File: src/rtl/sequential_divider.sv
// sequential_divider: iterative restoring divider with a start/busy/done handshake, one quotient bit per enabled cycle.
// Define SEQUENTIAL_DIVIDER_SIGNED_EN to treat operands and results as two's complement.
module sequential_divider #(
  parameter int WIDTH = 32
) (
  input  logic             clk,
  input  logic             rst_n,
  input  logic             i_start,
  input  logic             i_enable,
  input  logic [WIDTH-1:0] i_operand_1,
  input  logic [WIDTH-1:0] i_operand_2,
  output logic             o_busy,
  output logic             o_done,
  output logic             o_div_by_zero,
  output logic [WIDTH-1:0] o_quotient,
  output logic [WIDTH-1:0] o_remainder
);

  localparam int CW = $clog2(WIDTH + 1);

  typedef enum logic [1:0] {
    IDLE,
    RUN,
    DONE
  } state_t;

  state_t           r_state;
  state_t           w_next_state;
  logic [CW-1:0]    r_count;
  logic [WIDTH-1:0] r_rem;
  logic [WIDTH-1:0] r_dvd;
  logic [WIDTH-1:0] r_dvs;
  logic [WIDTH-1:0] r_quotient;
  logic [WIDTH-1:0] r_remainder;
  logic             r_dbz;
  logic             r_div_by_zero;

  logic [WIDTH-1:0] w_op1_mag;
  logic [WIDTH-1:0] w_op2_mag;
  logic [WIDTH:0]   w_shift;
  logic             w_borrow;
  logic [WIDTH-1:0] w_diff;
  logic [WIDTH-1:0] w_step_rem;
  logic [WIDTH-1:0] w_step_quo;
  logic [WIDTH-1:0] w_quo_mag;
  logic [WIDTH-1:0] w_rem_mag;
  logic [WIDTH-1:0] w_quo_final;
  logic [WIDTH-1:0] w_rem_final;
  logic             w_accept;
  logic             w_step;
  logic             w_last;

`ifdef SEQUENTIAL_DIVIDER_SIGNED_EN
  logic r_neg_q;
  logic r_neg_r;

  // The core divides magnitudes; re-negating a magnitude restores the original dividend for divide by zero.
  assign w_op1_mag   = i_operand_1[WIDTH-1] ? -i_operand_1 : i_operand_1;
  assign w_op2_mag   = i_operand_2[WIDTH-1] ? -i_operand_2 : i_operand_2;
  assign w_quo_final = (r_neg_q && !r_dbz) ? -w_quo_mag : w_quo_mag;
  assign w_rem_final = r_neg_r ? -w_rem_mag : w_rem_mag;
`else
  assign w_op1_mag   = i_operand_1;
  assign w_op2_mag   = i_operand_2;
  assign w_quo_final = w_quo_mag;
  assign w_rem_final = w_rem_mag;
`endif

  assign w_accept = (r_state == IDLE) && i_start;
  assign w_step   = (r_state == RUN) && i_enable;
  assign w_last   = r_dbz || (r_count == CW'(1));

  // When the trial does not borrow, the true difference is below the divisor, so the low WIDTH bits are exact.
  assign w_shift    = {r_rem, r_dvd[WIDTH-1]};
  assign w_borrow   = w_shift < {1'b0, r_dvs};
  assign w_diff     = w_shift[WIDTH-1:0] - r_dvs;
  assign w_step_rem = w_borrow ? w_shift[WIDTH-1:0] : w_diff;
  assign w_step_quo = {r_dvd[WIDTH-2:0], ~w_borrow};

  always_comb begin
    w_quo_mag = w_step_quo;
    w_rem_mag = w_step_rem;
    if (r_dbz) begin
      w_quo_mag = '1;
      w_rem_mag = r_dvd;
    end
  end

  always_ff @(posedge clk or negedge rst_n) begin
    if (!rst_n) r_state <= IDLE;
    else        r_state <= w_next_state;
  end

  always_comb begin
    w_next_state = r_state;
    case (r_state)
      IDLE:    if (i_start) w_next_state = RUN;
      RUN:     if (i_enable && w_last) w_next_state = DONE;
      DONE:    w_next_state = IDLE;
      default: w_next_state = IDLE;
    endcase
  end

  always_comb begin
    o_busy = (r_state != IDLE);
    o_done = (r_state == DONE);
  end

  // A zero divisor still spends one enabled RUN cycle, so done appears one cycle after the accepting edge.
  always_ff @(posedge clk or negedge rst_n) begin
    if (!rst_n) begin
      r_count       <= '0;
      r_rem         <= '0;
      r_dvd         <= '0;
      r_dvs         <= '0;
      r_dbz         <= 1'b0;
      r_div_by_zero <= 1'b0;
      r_quotient    <= '0;
      r_remainder   <= '0;
`ifdef SEQUENTIAL_DIVIDER_SIGNED_EN
      r_neg_q       <= 1'b0;
      r_neg_r       <= 1'b0;
`endif
    end else if (w_accept) begin
      r_dvd         <= w_op1_mag;
      r_dvs         <= w_op2_mag;
      r_rem         <= '0;
      r_count       <= CW'(WIDTH);
      r_dbz         <= (i_operand_2 == '0);
      r_div_by_zero <= 1'b0;
`ifdef SEQUENTIAL_DIVIDER_SIGNED_EN
      r_neg_q       <= i_operand_1[WIDTH-1] ^ i_operand_2[WIDTH-1];
      r_neg_r       <= i_operand_1[WIDTH-1];
`endif
    end else if (w_step) begin
      if (!r_dbz) begin
        r_rem   <= w_step_rem;
        r_dvd   <= w_step_quo;
        r_count <= r_count - CW'(1);
      end
      if (w_last) begin
        r_quotient    <= w_quo_final;
        r_remainder   <= w_rem_final;
        r_div_by_zero <= r_dbz;
      end
    end
  end

  assign o_div_by_zero = r_div_by_zero;
  assign o_quotient    = r_quotient;
  assign o_remainder   = r_remainder;

endmodule

File: config.mk
export PLATFORM = sky130hd
export DESIGN_NAME = sequential_divider
export DESIGN_NICKNAME = d
export VERILOG_FILES = /design/src/rtl/sequential_divider.sv
export SDC_FILE = /design/constraint.sdc
export NUM_CORES = 1
export LEC_CHECK = 0
export ABC_CLOCK_PERIOD_IN_PS = 7400
export CAP_MARGIN = 20
export CORE_MARGIN = 2
export CORE_UTILIZATION = 30
export CTS_CLUSTER_DIAMETER = 50
export DETAILED_ROUTE_END_ITERATION = 6
export PLACE_DENSITY = 0.51
export RECOVER_POWER = 50
export SYNTH_ARGS = -nofsm -noshare
export SYNTH_HDL_FRONTEND = slang
export SYNTH_SLANG_ARGS = --single-unit
File: constraint.sdc
create_clock -name clk -period 7.4 [get_ports clk]
set_input_delay 1.48 -clock clk [delete_from_list [all_inputs] [get_ports clk]]
set_output_delay 1.48 -clock clk [all_outputs]
set_load 0.01 [all_outputs]
## Yosys cells after proc, flatten, opt, wreduce, memory -nomap -nowiden

Cells that the tools add are included.
Widths: inputs -> output; s select.

| operators by class | value |
|---|---|
| eq/ne operators | 6 |
| $lt $le $gt $ge | 1 |
| multiplexer cells | 18 |
| bitwise gates (word level) | 2 |
| add/subtract/negate cells | 2 |
| reductions and logical operators | 13 |

Operator list:

| kind | count |
|---|---|
| $mux 32 | 9 |
| $lt 33x32->1 | 1 |
| $logic_not 32->1 | 1 |
| $sub 32x32->32 | 1 |
| $mux 6 | 3 |
| $eq 6x1->1 const B | 1 |
| $reduce_and 2->1 | 3 |
| $reduce_bool 2->1 | 3 |
| $sub 6x1->6 const B | 1 |
| $mux 2 | 2 |
| $ne 2x1->1 const B | 2 |
| $pmux 2 s2 | 1 |
| $logic_and 1x1->1 | 3 |
| $mux 1 | 3 |
| $reduce_and 3->1 | 1 |
| $eq 2x1->1 const B | 1 |
| $eq 2x2->1 const B | 1 |
| $logic_not 2->1 | 1 |
| $ne 2x2->1 const B | 1 |
| $not 1->1 | 2 |
| $logic_or 1x1->1 | 1 |

| word-level totals | value |
|---|---|
| logic and storage cells | 51 |
| register bits after elaboration | 170 |
| output and inout bits | 67 |

## Depth between registers and ports, before layout

Gate-level depths: netlist (run 1).

| depth | value |
|---|---|
| word-level depth | 5 |
| gate-level depth with buffers | 14 |

## Worst setup path before layout (run 1)

OpenSTA, ideal clock, no wires.

| timing path | value |
|---|---|
| path kind | input-to-reg |
| start point | input port i_enable |
| end point | register r_count[5] |
| setup time | 0.134 ns |
| setup slack | 4.430 ns |
| arrival time | 2.836 ns |
| stages | 7 |
| path buffers | 1 |
| cell sequence | nand2_1 > or3_1 > clkbuf_1 > or4_1 > nor3_1 > xnor2_1 > nand2_1 |

| between the ends | value |
|---|---|
| word-level cells in the longest chain between the ends | 3 |

Ends and longest elaborated chain:

| element | line | text |
|---|---|---|
| from (decl) | 9 | `input logic i_enable,` |
| $logic_and 1x1->1 | 70 | `assign w_step = (r_state == RUN) && i_enable;` |
| $reduce_bool 2->1 (no source line) | -- |  |
| $reduce_and 2->1 (no source line) | -- |  |
| to (signal assigned) | 128 | `r_count <= CW'(WIDTH);` |
| to (signal assigned) | 139 | `r_count <= r_count - CW'(1);` |
| to (decl) | 29 | `logic [CW-1:0] r_count;` |

Every way passes these cells.
A chain may end at the register's enable or synchronous reset.

## Final worst setup path (run 1)

| timing path | value |
|---|---|
| start point | input port i_enable |
| end point | register r_quotient[1] (netlist: o_quotient[1]) |

| between the ends | value |
|---|---|
| word-level cells in the longest chain between the ends | 2 |

Ends and longest elaborated chain:

| element | line | text |
|---|---|---|
| $logic_and 1x1->1 | 70 |  |
| $reduce_and 3->1 (no source line) | -- |  |
| to (signal assigned) | 142 | `r_quotient <= w_quo_final;` |
| to (decl) | 33 | `logic [WIDTH-1:0] r_quotient;` |

Every way passes these cells.

==> flow_summary.toml, run 1 <==
[clock_network]
clkSinkCount = 170
cts_tree = "yes"
clock_tree.buffer_depth = 2
cts.repair_timing.setup_buffer_count = 0
htree_num_levels = 4
cts.reportedPaths.clkPinSlew_ps = 70
cts_inserted_buffers = 17
library_cell_used_as_clock_root_buffer = "clkbuf_16"
cts_hold_buf = 0
clk_latency_ps = 430
post_cts_resize_count = 0

[run_status]
failed_checks = "capacitance limit, slew limit"
status = "finished with violations"

[sta]
grt_setup_unrepaired = "no"
worstMarginPinSlew_ps = 2324
tns_ps = 0
min_period_ps = 4399
finalClockSkew_ps = 16.45
achievable-frequency_ghz = 0.2273
worst_slew_margin_rel_pct = -54.93
fin_crit_sh_pct = 59.45
hold_viol = 0
timing_max_transition_violations_final = 84
finalSetupViolations = 0

[critical_path]
crit_type = "input port to flip-flop"
timing.critical_path.required_ps = 7720
critical_path_arrival_ps = 4710
worstSetupEndpointType = "flip-flop"
critical_path.reg2reg.startpoint = "r_dbz"
crit_chain = "dlygate4sd3_1 > nand2_1 > nor3_1 > clkbuf_1 > nand2_1 > buf_16 > o22a_1"
cell_family_contributing_the_most_delay_on_the_critical_path = "buffers and inverters"
worst-path-max-fanout = 26
worst_path_largest_cell_delay_ps = 1050
crit_buf_inv = 3
worst_path_most_repeated_cell = "nand2_1"
crit_path_start_kind = "input port"
timing.critical_path.slowest_stage_cell = "clkbuf_1"
worst_setup_path_startpoint = "i_enable"

[min_path]
timing.hold.worst.class = "flip-flop to flip-flop"
min-delay-start = "o_remainder[17]"

[cells_and_area]
design.final.nets = 1224
syn_to_final_growth_pct = 24.45
nFillCells = 3128
multi_input_area_um2 = 4528
proportion_of_layout_cells_with_a_drive_suffix_above_1_pct = 6.790
postLayoutCoreUtil_pct = 37.78
area_of_all_sequential_standard_cells_um2 = 4254
diodes = 0

[yosys]
synth-seq-area-share_pct = 45.93
synthAdderAreaFrac_pct = 4.809
yosys.cell_count.top_type = "dfrtp_1"
main_combinational_cell_family_by_area_after_synthesis = "compound AO/OA/AOI/OAI gates"
muxShareOfSynthArea_pct = 0.8105
synth_largest_area_cell = "dfrtp_1"
area_fraction_of_the_dominant_cell_type_after_synthesis_pct = 45.93
synth_cell_type_count = 72
share_of_the_synthesized_area_in_compound_gates_ao_oa_aoi_oai_pct = 25.19
synthSimpleGateAreaFrac_pct = 15.56
netlist_top_cells_count = "170 x dfrtp_1, 116 x nand2_1, 93 x o21ai_0, 75 x nor2_1, 66 x a21oi_1"
mappedNetlistNets = 1121
synthesis.area_um2 = 9263
avgSynthCellArea_um2 = 9.099
synth-seq-cells = 170
synth.area.top_cells = "dfrtp_1 46%, o21ai_0 5.0%, nand2_1 4.7%"
ys.warnings.count = 0
netlist_instances = 1018
number_of_enable_type_register_cells_in_the_synthesized_netlist = 0
async_sr_flop_fraction_pct = 100.0
synth_xor_xnor_area_share_pct = 2.458
synth-main-ff-cell = "dfrtp_1"

[floorplanning]
coreArea_um2 = 30510
design.portCount = 135
die_w_um = 179.7
effective_utilization_at_floorplan_pct = 30.36
die_height_um = 179.7
die_area_um2 = 32300
fp-row-count = 64

[global_routing]
antenna_found_initial = 0
gr-total-overflow = 0
grt_first_pass_wirelength_um = 45330
groute.layer.met3.usage_pct = 2.958
groute.layer.met2.usage_pct = 30.21
busiest_layer = "met2"
groute.usage.overall_pct = 17.56
maximum_number_of_pins_on_one_net_before_global_route_repair = 91
global_route.usage.met1_pct = 23.04
first_global_vias = 7975

[drt]
first_pass_iters = 5
vias_per_cell = 5.186
final_antenna_net_count = 0
drt-initial-drc-count = 473
vias = 7935
wirelength_um = 28220
routed_wire_length_per_instance_um = 18.45
final_routed_drc_violation_total = 0

[pwr]
cellPowerDensity_nw_per_um2 = 544.0
power.share.combinational_pct = 58.5
ir_worst_vdd_mv = 0.2601
seq_pwr_share_pct = 27.1
internal-power_w = 0.003351
clkPwrFrac_pct = 14.5
power.share.switching_pct = 46.57
p_leak_nw = 4.794
power.switching_w = 0.002921

[place]
hpwl_um = 20450
gp_congestion = 0.8344
numPortBuffers = 134

[job]
max-cap-violations = 2
## placed cells by master, fill, tap and decap left out, types with 7 or more instances in the layout
cell type,count
clkdlybuf4s50_1,107
nand3_1,41
ha_1,34
clkbuf_16,17
a211oi_1,17
nor2_1,75
or3_1,11
o22a_1,32
inv_1,47
dlygate4sd3_1,26
xnor2_1,14
o21ai_0,93
o21ai_1,11
a21oi_1,66
buf_4,11
a31oi_1,12
and3_1,10
nor4_1,8
a22oi_1,13
nand2_1,115
o31ai_1,18
o22ai_1,19
dfrtp_1,170
o211ai_1,7
a21o_1,19
xor2_1,12
nor3_1,13
## worst paths after layout
| check | cells past startpoint | slack (ps) | endpoint |
|---|---|---|---|
| hold reg to reg | 2 | 480 | o_remainder[17] |
| setup / recovery | 7 | 3000 | o_quotient[1] |
| setup reg to reg | 6 | 3650 | o_quotient[1] |
| hold / removal | 2 | 480 | o_remainder[17] |
| max in group asynchronous | 2 | 3590 | r_dvs[22] |
| min in group asynchronous | 1 | 1120 | o_quotient[7] |
## flip-flops by register name, indices dropped and copies added, names as in the netlist
name and cells:
r_rem 32, o_div_by_zero 1, r_dvd 32, r_state 2, r_count 6, o_quotient 32
o_remainder 32, r_dbz 1, r_dvs 32
## through the flow
| step | instances | worst slack, ps | power [W] | instance area [um^2] | hold WS (ps) |
|---|---|---|---|---|---|
| floorplan | 1018 | 4430 | 0.004258 | 9263 | 449.7 |
| global placement | 1497 | 3253 | 0.005403 | 10920 | 459.5 |
| detailed placement | 1498 | 3258 | 0.005435 | 10950 | 464.3 |
| CTS | 1530 | 3724 | 0.006361 | 11550 | 480.7 |
| global route | 1530 | 2775 | 0.006826 | 11530 | 521.3 |
| finish | 1530 | 3001 | 0.006271 | 11530 | 479.3 |
## per-layer routing
layer | vias to the layer above | share of wire, %
met4 | 0 | 1.4
met1 | 3884 | 45
met5 | - | 0
met2 | 143 | 50
li1 | 3884 | -
met3 | 24 | 3.2
## tightest hold or removal path: stages (launching register included)
cell	delay [ps]
dfrtp_1	340
nand2_1	50
o31ai_1	50
## final cells by class
cell class	count	area share (%)
Multi-Input combinational cell	734	39.28
Sequential cell	170	36.90
Timing Repair Buffer	150	12.73
Tap cell	396	4.298
Clock buffer	18	3.723
Inverter	48	1.563
Clock inverter	14	1.498
## cell families after synthesis
family,count (synthesis)
AOI/OAI and AO/OA,355
muxes,7
DFF,170
and+or+nand+nor,311
buffers and inverters,114
xor gates and xnor gates,26
adders and majority gates,35
## power groups by stage
| stage | Clock [W] | Combinational (W) | Sequential [W] |
|---|---|---|---|
| floorplan | 0 | 0.00261 | 0.00165 |
| global placement | 0 | 0.00368 | 0.00172 |
| detailed placement | 0 | 0.00372 | 0.00172 |
| CTS | 0.000924 | 0.00373 | 0.00170 |
| global route | 0.000966 | 0.00411 | 0.00175 |
| finish | 0.000907 | 0.00367 | 0.00170 |
No activity file was read; power rests on OpenSTA's default activity.
==> run 2, diff against run 1 <==
--- a/config.mk
+++ b/config.mk
@@ -5,7 +5,7 @@
 export SDC_FILE = /design/constraint.sdc
 export NUM_CORES = 1
 export LEC_CHECK = 0
-export ABC_CLOCK_PERIOD_IN_PS = 7400
+export ABC_CLOCK_PERIOD_IN_PS = 4100
 export CAP_MARGIN = 20
 export CORE_MARGIN = 2
 export CORE_UTILIZATION = 30
==> constraint.sdc (replaced) <==
create_clock -name clk -period 4.1 [get_ports clk]
set_input_delay 0.82 -clock clk [delete_from_list [all_inputs] [get_ports clk]]
set_output_delay 0.82 -clock clk [all_outputs]
set_load 0.01 [all_outputs]
==> flow_summary.toml, run 2 (synthesized netlist as in run 1, its figures left out) <==
[run_status]
status = "finished with violations"
failed_checks = "capacitance limit, slew limit"

[critical_path]
critical_path.reg2reg.startpoint = "r_dvd[31]"
timing.critical_path.required_ps = 4410
worst-path-max-fanout = 4
crit_buf_inv = 1
worst_path_largest_cell_delay_ps = 400
crit_type = "flip-flop to flip-flop"
crit_path_start_kind = "flip-flop"
timing.critical_path.slowest_stage_cell = "fa_1"
cell_family_contributing_the_most_delay_on_the_critical_path = "compound AO/OA/AOI/OAI gates"
worstRegToRegCells = 12
crit_chain = "inv_1 > ha_1 > fa_1 > nand2b_1 > a21oi_1 > o21ai_0 > a21oi_1 > o211ai_1 > a21oi_1 > o21ai_0 > a311oi_1 > o21ai_0"
worstSetupEndpointType = "flip-flop"
critical_path_arrival_ps = 3790
worst-r2r-setup-slack_ps = 620
worst_r2r_endpoint = "o_remainder[30]"

[global_routing]
busiest_layer = "met2"
groute.layer.met3.usage_pct = 3.181
groute.usage.overall_pct = 18.10
gr-total-overflow = 0
groute.layer.met2.usage_pct = 31.77
grt_first_pass_wirelength_um = 46090
first_global_vias = 8066
global_route.usage.met1_pct = 23.37
maximum_number_of_pins_on_one_net_before_global_route_repair = 79
antenna_found_initial = 0

[clock_network]
clk_latency_ps = 440
cts_inserted_buffers = 17
clkSinkCount = 170
post_cts_resize_count = 0
htree_num_levels = 4
clock_tree.buffer_depth = 2
cts_hold_buf = 0
cts.repair_timing.setup_buffer_count = 0
cts_tree = "yes"
cts.reportedPaths.clkPinSlew_ps = 60
library_cell_used_as_clock_root_buffer = "clkbuf_16"

[floorplanning]
fp-row-count = 64
effective_utilization_at_floorplan_pct = 30.36
die_area_um2 = 32300
die_height_um = 179.7
die_w_um = 179.7
coreArea_um2 = 30510
design.portCount = 135

[min_path]
hold_path_depth = 2
min-delay-start = "o_remainder[17]"
hold_end = "o_remainder[17]"
timing.hold.worst.class = "flip-flop to flip-flop"

[drt]
first_pass_iters = 5
drt-initial-drc-count = 448
vias_per_cell = 5.220
vias = 8013
final_antenna_net_count = 0
final_routed_drc_violation_total = 0
routed_wire_length_per_instance_um = 18.85
wirelength_um = 28940

[pwr]
ir_worst_vdd_mv = 0.4212
p_leak_nw = 4.829
cellPowerDensity_nw_per_um2 = 998.2

[cells_and_area]
proportion_of_layout_cells_with_a_drive_suffix_above_1_pct = 6.854
syn_to_final_growth_pct = 24.44
most_frequent_cells_in_the_layout = "170 x dfrtp_1, 131 x clkdlybuf4s50_1, 115 x nand2_1, 93 x o21ai_0, 75 x nor2_1"
layout_commonest_cell = "dfrtp_1"
design.final.nets = 1229

[sta]
fin_crit_sh_pct = 84.92
min_period_ps = 3482
hold_viol = 0
grt_setup_unrepaired = "no"
worstMarginPinSlew_ps = 2133
tns_ps = 0
finalClockSkew_ps = 11.48
timing_max_transition_violations_final = 79
finalHoldWorstSlack_ps = 476.5
worst_slew_margin_rel_pct = -42.23
finalSetupViolations = 0
achievable-frequency_ghz = 0.2872

[place]
hpwl_um = 21290
gp_congestion = 0.8545
numPortBuffers = 134

[job]
max-cap-violations = 1
run 2: changes by cell type in the layout (fill, tap and decap cells not counted), moves of 2 or more:
cell             previous run  this run
clkdlybuf4s50_1           107       131
buf_4                      11        14
clkinvlp_4                  0         2
inv_6                       5         0
clkinv_2                    0         3
inv_8                       2         0
clkbuf_2                    0         4
clkbuf_1                    5         8
clkinv_8                    6         0
dlygate4sd3_1              26         2
bufinv_16                   0         3
run 2: metrics by stage:
stage	cells	setup slack (ps)	utilization (%)	area, um^2	power [W]
2_1_floorplan	1018	1446	-	9263	0.007686
3_3_place_gp	1503	698.9	35.97	10980	0.009886
3_5_place_dp	1503	614.4	35.97	10980	0.009911
4_1_cts	1534	605.6	37.87	11550	0.01162
5_1_grt	1534	333.4	37.77	11520	0.01250
6_report	1535	618.2	37.78	11530	0.01151
run 2: how the worst max path moves through the flow:
stage               from              end  slack (ps)  cells after the start
3_3_place_gp   r_dvd[31]  o_remainder[30]         700                     12
5_1_grt            rst_n        r_rem[21]         330                      2
4_1_cts        r_dvd[31]  o_remainder[30]         610                     12
6_report       r_dvd[31]  o_remainder[30]         620                     12
2_1_floorplan  r_dvd[31]  o_remainder[30]        1450                     12
3_5_place_dp   r_dvd[31]  o_remainder[30]         610                     12
run 2: routing by layer:
metal  vias to the layer above  share of wire [%]  routed length (um)
li1                       3895                  -                   -
met5                         -                  0                   0
met4                         0               0.83                 239
met1                      3968                 44               12850
met2                       134                 52               15020
met3                        16                2.9                 833
run 2: worst register-to-register path, stage by stage, from the launching register on:
cell      delay (ps)
dfrtp_1          370
inv_1             90
ha_1             230
fa_1             400
nand2b_1         190
a21oi_1          250
o21ai_0          260
a21oi_1          330
o211ai_1         150
a21oi_1          360
o21ai_0          190
a311oi_1         390
o21ai_0          150
run 2: area by class of cell:
type,instances,area (um^2)
repair buffers,155,1488
well taps,396,495.5
clock inverters,8,120.1
clock buffers,23,457.9
diodes,1,2.502
multi-input cells,734,4528
fillers,3108,18980
inverters,48,180.2
flip-flops and latches,170,4254
run 2: power breakdown:
group          internal (W)  switching (W)  total [W]  leakage [nW]
clock network      0.000969       0.000685    0.00165         0.277
registers           0.00245       0.000581    0.00303          2.00
logic               0.00286        0.00396    0.00682          2.55
==> run 3, diff against run 2 <==
--- a/config.mk
+++ b/config.mk
@@ -5,13 +5,13 @@
 export SDC_FILE = /design/constraint.sdc
 export NUM_CORES = 1
 export LEC_CHECK = 0
-export ABC_CLOCK_PERIOD_IN_PS = 4100
+export ABC_CLOCK_PERIOD_IN_PS = 3100
 export CAP_MARGIN = 20
 export CORE_MARGIN = 2
 export CORE_UTILIZATION = 30
 export CTS_CLUSTER_DIAMETER = 50
 export DETAILED_ROUTE_END_ITERATION = 6
-export PLACE_DENSITY = 0.51
+export PLACE_DENSITY = 0.53
 export RECOVER_POWER = 50
 export SYNTH_ARGS = -nofsm -noshare
 export SYNTH_HDL_FRONTEND = slang
==> constraint.sdc (replaced) <==
create_clock -name clk -period 3.1 [get_ports clk]
set_input_delay 0.62 -clock clk [delete_from_list [all_inputs] [get_ports clk]]
set_output_delay 0.62 -clock clk [all_outputs]
set_load 0.01 [all_outputs]
==> flow_summary.toml, run 3 (synthesized netlist as in run 1, its figures left out) <==
[run_status]
status = "finished with violations"
failed_checks = "capacitance limit, slew limit"

[clock_network]
cts_inserted_buffers = 17
clock_tree.buffer_depth = 2
clkSinkCount = 170
cts_hold_buf = 0
cts.reportedPaths.clkPinSlew_ps = 70
htree_num_levels = 4
cts.repair_timing.setup_buffer_count = 0
library_cell_used_as_clock_root_buffer = "clkbuf_16"
cts_tree = "yes"
clk_latency_ps = 430

[sta]
worstMarginPinSlew_ps = 2320
finalClockSkew_ps = 10.20
grt_setup_unrepaired = "yes"
worst_slew_margin_rel_pct = -54.65
fin_crit_sh_pct = 97.11
finalHoldWorstSlack_ps = 488.4
finalSetupViolations = 0
hold_viol = 0
worst_slack_ps = 89.74
achievable-frequency_ghz = 0.3322
min_period_ps = 3010
timing_max_transition_violations_final = 128

[critical_path]
crit_chain = "ha_2 > a21oi_1 > o21ai_1 > or3_4 > o21ai_4 > a211oi_4 > o2111a_1 > or3_1 > a311oi_4 > o21ai_1"
worst_path_most_repeated_cell = "o21ai_1"
worst-path-max-fanout = 6
worstSetupEndpointType = "flip-flop"
timing.critical_path.required_ps = 3410
timing.critical_path.slowest_stage_cell = "dfrtp_1"
crit_type = "flip-flop to flip-flop"
crit_path_start_kind = "flip-flop"
critical_path_arrival_ps = 3320
worst_path_largest_cell_delay_ps = 420

[drt]
first_pass_iters = 5
vias_per_cell = 5.201
wirelength_um = 28740
final_routed_drc_violation_total = 0
drt-initial-drc-count = 611
routed_wire_length_per_instance_um = 18.45
vias = 8103
final_antenna_net_count = 0

[pwr]
p_leak_nw = 5.007
cellPowerDensity_nw_per_um2 = 1333
seq_pwr_share_pct = 25.4
internal-power_w = 0.008644
ir_worst_vdd_mv = 0.6717
power.share.combinational_pct = 60.7
power.switching_w = 0.007230
power.share.switching_pct = 45.55
clkPwrFrac_pct = 13.9
total_power_w = 0.01587

[place]
numPortBuffers = 134
setup_slack_at_placement_ps = -16.27
gp_congestion = 0.8629
hpwl_um = 21030
place_area_um2 = 11240

[cells_and_area]
stdcell_area_um2 = 11910
diodes = 0
design.final.nets = 1252
postLayoutCoreUtil_pct = 39.03
syn_to_final_growth_pct = 28.54
most_frequent_cells_in_the_layout = "170 x dfrtp_1, 133 x clkdlybuf4s50_1, 115 x nand2_1, 92 x o21ai_0, 75 x nor2_1"
proportion_of_layout_cells_with_a_drive_suffix_above_1_pct = 10.33
layout_commonest_cell = "dfrtp_1"

[global_routing]
groute.usage.overall_pct = 17.72
gr-total-overflow = 0
maximum_number_of_pins_on_one_net_before_global_route_repair = 81
grt_first_pass_wirelength_um = 45510
first_global_vias = 8072
antenna_found_initial = 0

[floorplanning]
die_height_um = 179.7
coreArea_um2 = 30510
die_w_um = 179.7
effective_utilization_at_floorplan_pct = 30.36
die_area_um2 = 32300
design.portCount = 135
fp-row-count = 64

[job]
max-cap-violations = 2

[min_path]
timing.hold.worst.class = "flip-flop to flip-flop"
run 3: cell types whose count changed in the layout (fill, tap and decap cells not counted), sizes merged:
cell / previous run / this run
buf: 15 / 42
clkbuf: 30 / 19
clkdlybuf4s50: 131 / 133
diode: 1 / 0
bufinv: 3 / 1
inv: 47 / 56
dlygate4sd2: 0 / 1
dlygate4sd3: 2 / 0
run 3: layer usage:
metal	routed length, um	global-route usage (%)	up-vias
met5	0	0	-
met4	380	4.260	0
met3	1012	2.755	21
met2	14650	30.54	185
met1	12690	23.32	3958
li1	-	-	3939
run 3: final timing paths:
path / slack [ps] / cells past startpoint / start / end
worst max-delay path: 90 / 10 / r_rem[5] / o_remainder[29]
worst min-delay path: 490 / 2 / o_remainder[8] / o_remainder[8]
worst max register to register: 90 / 10 / r_rem[5] / o_remainder[29]
worst min register to register: 490 / 2 / o_remainder[8] / o_remainder[8]
max in group asynchronous: 520 / 2 / rst_n / r_dvd[21]
min in group asynchronous: 1030 / 1 / rst_n / r_dvd[5]
run 3: critical path, delay by kind of cell, from the launching register on:
family	cells	cell delay, ps
AO/OA/AOI/OAI	7	1380
AND/OR/NAND/NOR	2	740
flip-flops	1	420
adder cells (fa/ha/maj)	1	340
run 3: per-stage QoR:
step	setup TNS, ps	cells
finish	0	1558
global placement	-25.41	1526
detailed placement	-16.27	1526
global route	-129.4	1558
floorplan	0	1018
CTS	0	1558
run 3: power by group through the flow:
stage          clock, W  combinational, W  sequential [W]
4_1_cts         0.00227           0.00949         0.00403
2_1_floorplan         0           0.00622         0.00394
3_5_place_dp          0           0.00942         0.00406
3_3_place_gp          0           0.00935         0.00406
6_report        0.00221           0.00963         0.00403
5_1_grt         0.00236            0.0107         0.00415
run 3: layout make-up:
class                           count  area (um^2)
Fill cell                        3091        18600
Multi-Input combinational cell    734         4622
Sequential cell                   170         4254
Timing Repair Buffer              178         1753
Tap cell                          396        495.5
Clock buffer                       17        425.4
Inverter                           48        180.2
Clock inverter                     15        176.4
run 3: repair_timing:
item | 4_1_cts | 5_1_grt
endpoints found under the setup margin | 1 | 41
pin swaps | 0 | 5
resized for setup | 1 | 16
==> variant 1, RTL diff (config.mk and constraints of run 1) <==
Make the reset (`rst_n`) synchronous in 2 clocked blocks.
--- a/src/rtl/sequential_divider.sv
+++ b/src/rtl/sequential_divider.sv
@@ -86,7 +86,7 @@
     end
   end
 
-  always_ff @(posedge clk or negedge rst_n) begin
+  always_ff @(posedge clk) begin
     if (!rst_n) r_state <= IDLE;
     else        r_state <= w_next_state;
   end
@@ -107,7 +107,7 @@
   end
 
   // A zero divisor still spends one enabled RUN cycle, so done appears one cycle after the accepting edge.
-  always_ff @(posedge clk or negedge rst_n) begin
+  always_ff @(posedge clk) begin
     if (!rst_n) begin
       r_count       <= '0;
       r_rem         <= '0;
Function: differs if rst_n is asserted again (counterexample within 4 cycles, from zero or initial values and one cycle with rst_n low); with rst_n held inactive, the same outputs for 4 cycles.
==> variant 1 against run 1 <==
  * The run still ends with capacitance limit, slew limit left
  * Sequential share of layout area is 6.8 points lower
  * Setup slack lost 0.54 ns
  * Worst hold slack got worse by 0.023 ns
  * Routed wire length is 3.0% higher
  * Clock skew down 0.00069 ns
  * Die area shrank 1.1%
  * Cell area is 1.9% lower
  * First-iteration DRC count is 19% higher
  * Area after synthesis fell by 1.1%
  * Count of clock-buffer cells in the layout decreased by 1
  * Sequential cell count did not move
  * Final cell count rose by 6.5%
  * Critical endpoint is now r_dvd[0]$_SDFFE_PN0P_
  * Highest routed layer unchanged
Power is not compared: it rests on default switching activity, and its combinational part moved more than twofold at a synthesized area within 25%.
==> variant 1: results (changes against run 1) <==
status complete, but fails checks; failing checks capacitance limit, slew limit; Post-synth top cells 170 x dfxtp_1, 153 x nand2_1, 111 x a21oi_1; CTS Buf Count 17 (unchanged); flop-to-flop setup slack 3.44 ns (-0.21 ns); DRT Wirelength 29080 µm (+3.0%); Post-Synth XOR/XNOR Area 0.02964 (+0.005060); Synth Flop Type dfxtp_1; synth unique cells 75 (+4.2%); vias in the first global route 7970 (-0.063%); multiplexer share of the synthesized area 0.008743 (+0.0006383); Synth Area in Adders 0.04863 (+0.0005453); synth top area cells dfxtp_1 37%, nand2_1 6.3%, a21oi_1 6.1%; Slew Viols, Final 134 (+60%); H-tree depth 4 (unchanged); post-synthesis sequential area ratio 0.3716 (-0.08769); Starting DRT DRC Count 562 (+19%); pre-CTS setup slack 3.186 ns (-0.07160 ns); GR Util All Layers 0.1817 (+0.006052); Critical-path top delay cell nor2_1; filler cell count 3180 (+1.7%); DP Area 10750 µm² (-1.8%); Critical Path Sink r_dvd[0]$_SDFFE_PN0P_; Via-to-Cell Ratio 5.245 (+1.1%); headroom to the max-slew limit -0.8904 (-0.3412); met2 Track Usage GR 0.2695 (-0.03260); met1 GRT Util 0.2760 (+0.04559); Hold Crit Endpoint r_dvs[4]$_SDFFE_PN0P_; Crit Reg-Reg Startpoint r_state[0]$_SDFFE_PN0P_; reg2reg path depth 7 (+1); GR Util met3 0.02926 (-0.0003165); initial antenna violation count 0 (unchanged); Final Skew 0.01576 ns (-0.0006943 ns); largest family of logic cells by synthesized area compound AO/OA/AOI/OAI gates; complex-gate fraction of the synthesized area 0.2567 (+0.004769); Slowest Stage Delay on Critical Path 1.82 ns (+0.77 ns); proportion of layout cells with a drive suffix above 1 0.06538 (-0.002526); Hold Startpoint r_dvs[4]$_SDFFE_PN0P_; largest net degree at the start of global routing 94 (+3.3%); leakage 4.377 nW; Post-synth ARST share 0 (-1.000); gpl congestion 0.8480 (+1.6%); CP arrival 5.20 ns (+0.49 ns); max-cap viol count 3 (+1); Detailed Place HPWL 20670 µm (+1.1%); hold slack 0.4559 ns (-0.02335 ns); Clock transition at path regs 0.07 ns (about the same); Mapped Nets 1253 (+12%); crit-path max FO 36 (+38%); fin crit share 0.6671 (+0.07266); delay-heaviest family, CP simple AND/OR/NAND/NOR gates; first-pass GRT wire length 45510 µm (+0.39%)
[variant 1: changes by cell type in the layout (fill, tap and decap cells not counted), sizes merged, moves of 23 or more]
| cell | before | now |
|---|---|---|
| o22a | 32 | 0 |
| dfrtp | 170 | 0 |
| nor2 | 77 | 100 |
| o21ai | 107 | 22 |
| clkdlybuf4s50 | 107 | 65 |
| dlygate4sd3 | 26 | 69 |
| nand2 | 117 | 154 |
| dfxtp | 0 | 170 |
| a211oi | 20 | 43 |
| nor3 | 15 | 91 |
| a21oi | 67 | 114 |
[variant 1: through the flow]
stage            util  total power, mW  cells
6_report       0.3785            2.524   1629
5_1_grt        0.3785            2.650   1629
4_1_cts        0.3790            2.544   1628
3_5_place_dp   0.3597            1.663   1597
3_3_place_gp   0.3595            1.659   1596
2_1_floorplan       -            1.470   1150
[variant 1: cell type report]
| type | count | share of cell area |
|---|---|---|
| clock buffers | 17 | 0.03762 |
| clock inverters | 14 | 0.01328 |
| inverters | 42 | 0.01405 |
| multi-input cells | 848 | 0.4634 |
| flip-flops and latches | 170 | 0.3013 |
| well taps | 390 | 0.04315 |
| repair buffers | 148 | 0.1272 |
[variant 1: cell families (layout without fill, tap and decap cells)]
group,after synthesis,count (layout)
AOI/OAI and AO/OA,322,322
xor gates and xnor gates,31,31
adders and majority gates,35,35
buffers and inverters,132,221
DFF,170,170
muxes,8,8
and+or+nand+nor,452,452
[variant 1: report_power, final]
part | leakage [nW] | switching [mW] | total (mW) | internal, mW
combinational | 2.71 | 0.403 | 0.657 | 0.254
clock | 0.284 | 0.431 | 0.881 | 0.450
sequential | 1.38 | 0.0350 | 0.986 | 0.951
[variant 1: routing by layer]
metal	vias to the layer above	routed length, µm
met5	-	0
met4	0	240
met2	207	12390
met3	17	1321
li1	4287	-
met1	4033	15120
==> variant 2, RTL diff (config.mk and constraints of run 1) <==
Without the edit above. Add a define of `SEQUENTIAL_DIVIDER_SIGNED_EN`.
--- a/src/rtl/sequential_divider.sv
+++ b/src/rtl/sequential_divider.sv
@@ -1,5 +1,7 @@
 // sequential_divider: iterative restoring divider with a start/busy/done handshake, one quotient bit per enabled cycle.
 // Define SEQUENTIAL_DIVIDER_SIGNED_EN to treat operands and results as two's complement.
+`define SEQUENTIAL_DIVIDER_SIGNED_EN
+
 module sequential_divider #(
   parameter int WIDTH = 32
 ) (
Behaviour: no difference found for any inputs over 4 cycles, from zero or initial values and one cycle with rst_n low; that may be too few to reach the edited logic, so the function may still have changed.
==> variant 2 against run 1 <==
  * The flow still finishes with violations (capacitance limit, slew limit)
  * First-iteration DRC count grew 77%
  * Sequential cell count up 2
  * Global-route usage is 2.6 points higher
  * Core utilization shrank 1.6 points
  * Area after synthesis increased by 33%
  * Setup slack worse by 1.1 ns
  * Cell area is 28% higher
  * Routed wire length increased by 50%
  * Worst hold slack got worse by 0.0079 ns
  * Critical endpoint is now o_remainder[26]$_DFFE_PN0P_
Power is left out: the tool's default activity adds up to more than one toggle a clock period on the data nets, which glitch-free logic cannot reach.
==> variant 2: results (changes against run 1) <==
final net count 1703 (+39%); vias in the first global route 10940 (+37%); Final Skew 0.01772 ns (+0.001264 ns); Hold Startpoint r_state[1]$_DFFE_PN0P_; DP Area 14090 µm² (+29%); fin crit share 0.7426 (+0.1481); max-cap viol count 4 (+2); WHS Path Cells 1 (-1); GR Util met3 0.03171 (+0.002133); filler cell count 4264 (+36%); Critical Path Sink o_remainder[26]$_DFFE_PN0P_; met2 Track Usage GR 0.2953 (-0.006799); Worst Setup SP r_rem[19]$_DFFE_PN0P_; GR Util All Layers 0.2013 (+0.02565); Critical-path top delay cell or2_0; reg2reg path depth 15 (+9); Starting DRT DRC Count 839 (+77%); status complete, but fails checks; via count of the routed design 11520 (+45%); crit path kind flip-flop to flip-flop; DRT Wirelength 42240 µm (+50%); syn avg cell area 8.110 µm² (-11%); failing checks capacitance limit, slew limit; worst-margin pin slew 2.388 ns (+0.06449 ns); Slew Viols, Final 162 (+93%); flop-to-flop setup slack 1.91 ns (-1.74 ns); Clock transition at path regs 0.09 ns (+0.02 ns); Via-to-Cell Ratio 5.382 (+3.8%); Mapped Nets 1626 (+45%); area of the multi-input gates 7456 µm² (+65%); met1 GRT Util 0.3009 (+0.07050); post-synthesis sequential area ratio 0.3494 (-0.1099)
## variant 2: area by class of cell
class,count,share of cell area
multi-input combinational,1198,0.5070
sequential,172,0.2928
timing repair buffer,151,0.09997
tap,532,0.04526
clock buffer,17,0.02893
inverter,56,0.01429
clock inverter,15,0.01183
## variant 2: routing by layer
metal / routed length (µm) / share of wire / vias to the layer above
met1: 20650 / 0.49 / 5551
met5: 0 / 0 / -
met4: 985 / 0.023 / 0
li1: - / - / 5565
met2: 18130 / 0.43 / 363
met3: 2473 / 0.059 / 44
## variant 2: cells by family after synthesis
family / after synthesis / synth area share
AO/OA/AOI/OAI: 445 / 0.2297
AND/OR/NAND/NOR: 545 / 0.2094
flip-flops: 172 / 0.3494
buffers and inverters: 149 / 0.04733
adder cells (fa/ha/maj): 39 / 0.04022
multiplexers: 31 / 0.02580
XOR/XNOR: 138 / 0.09811
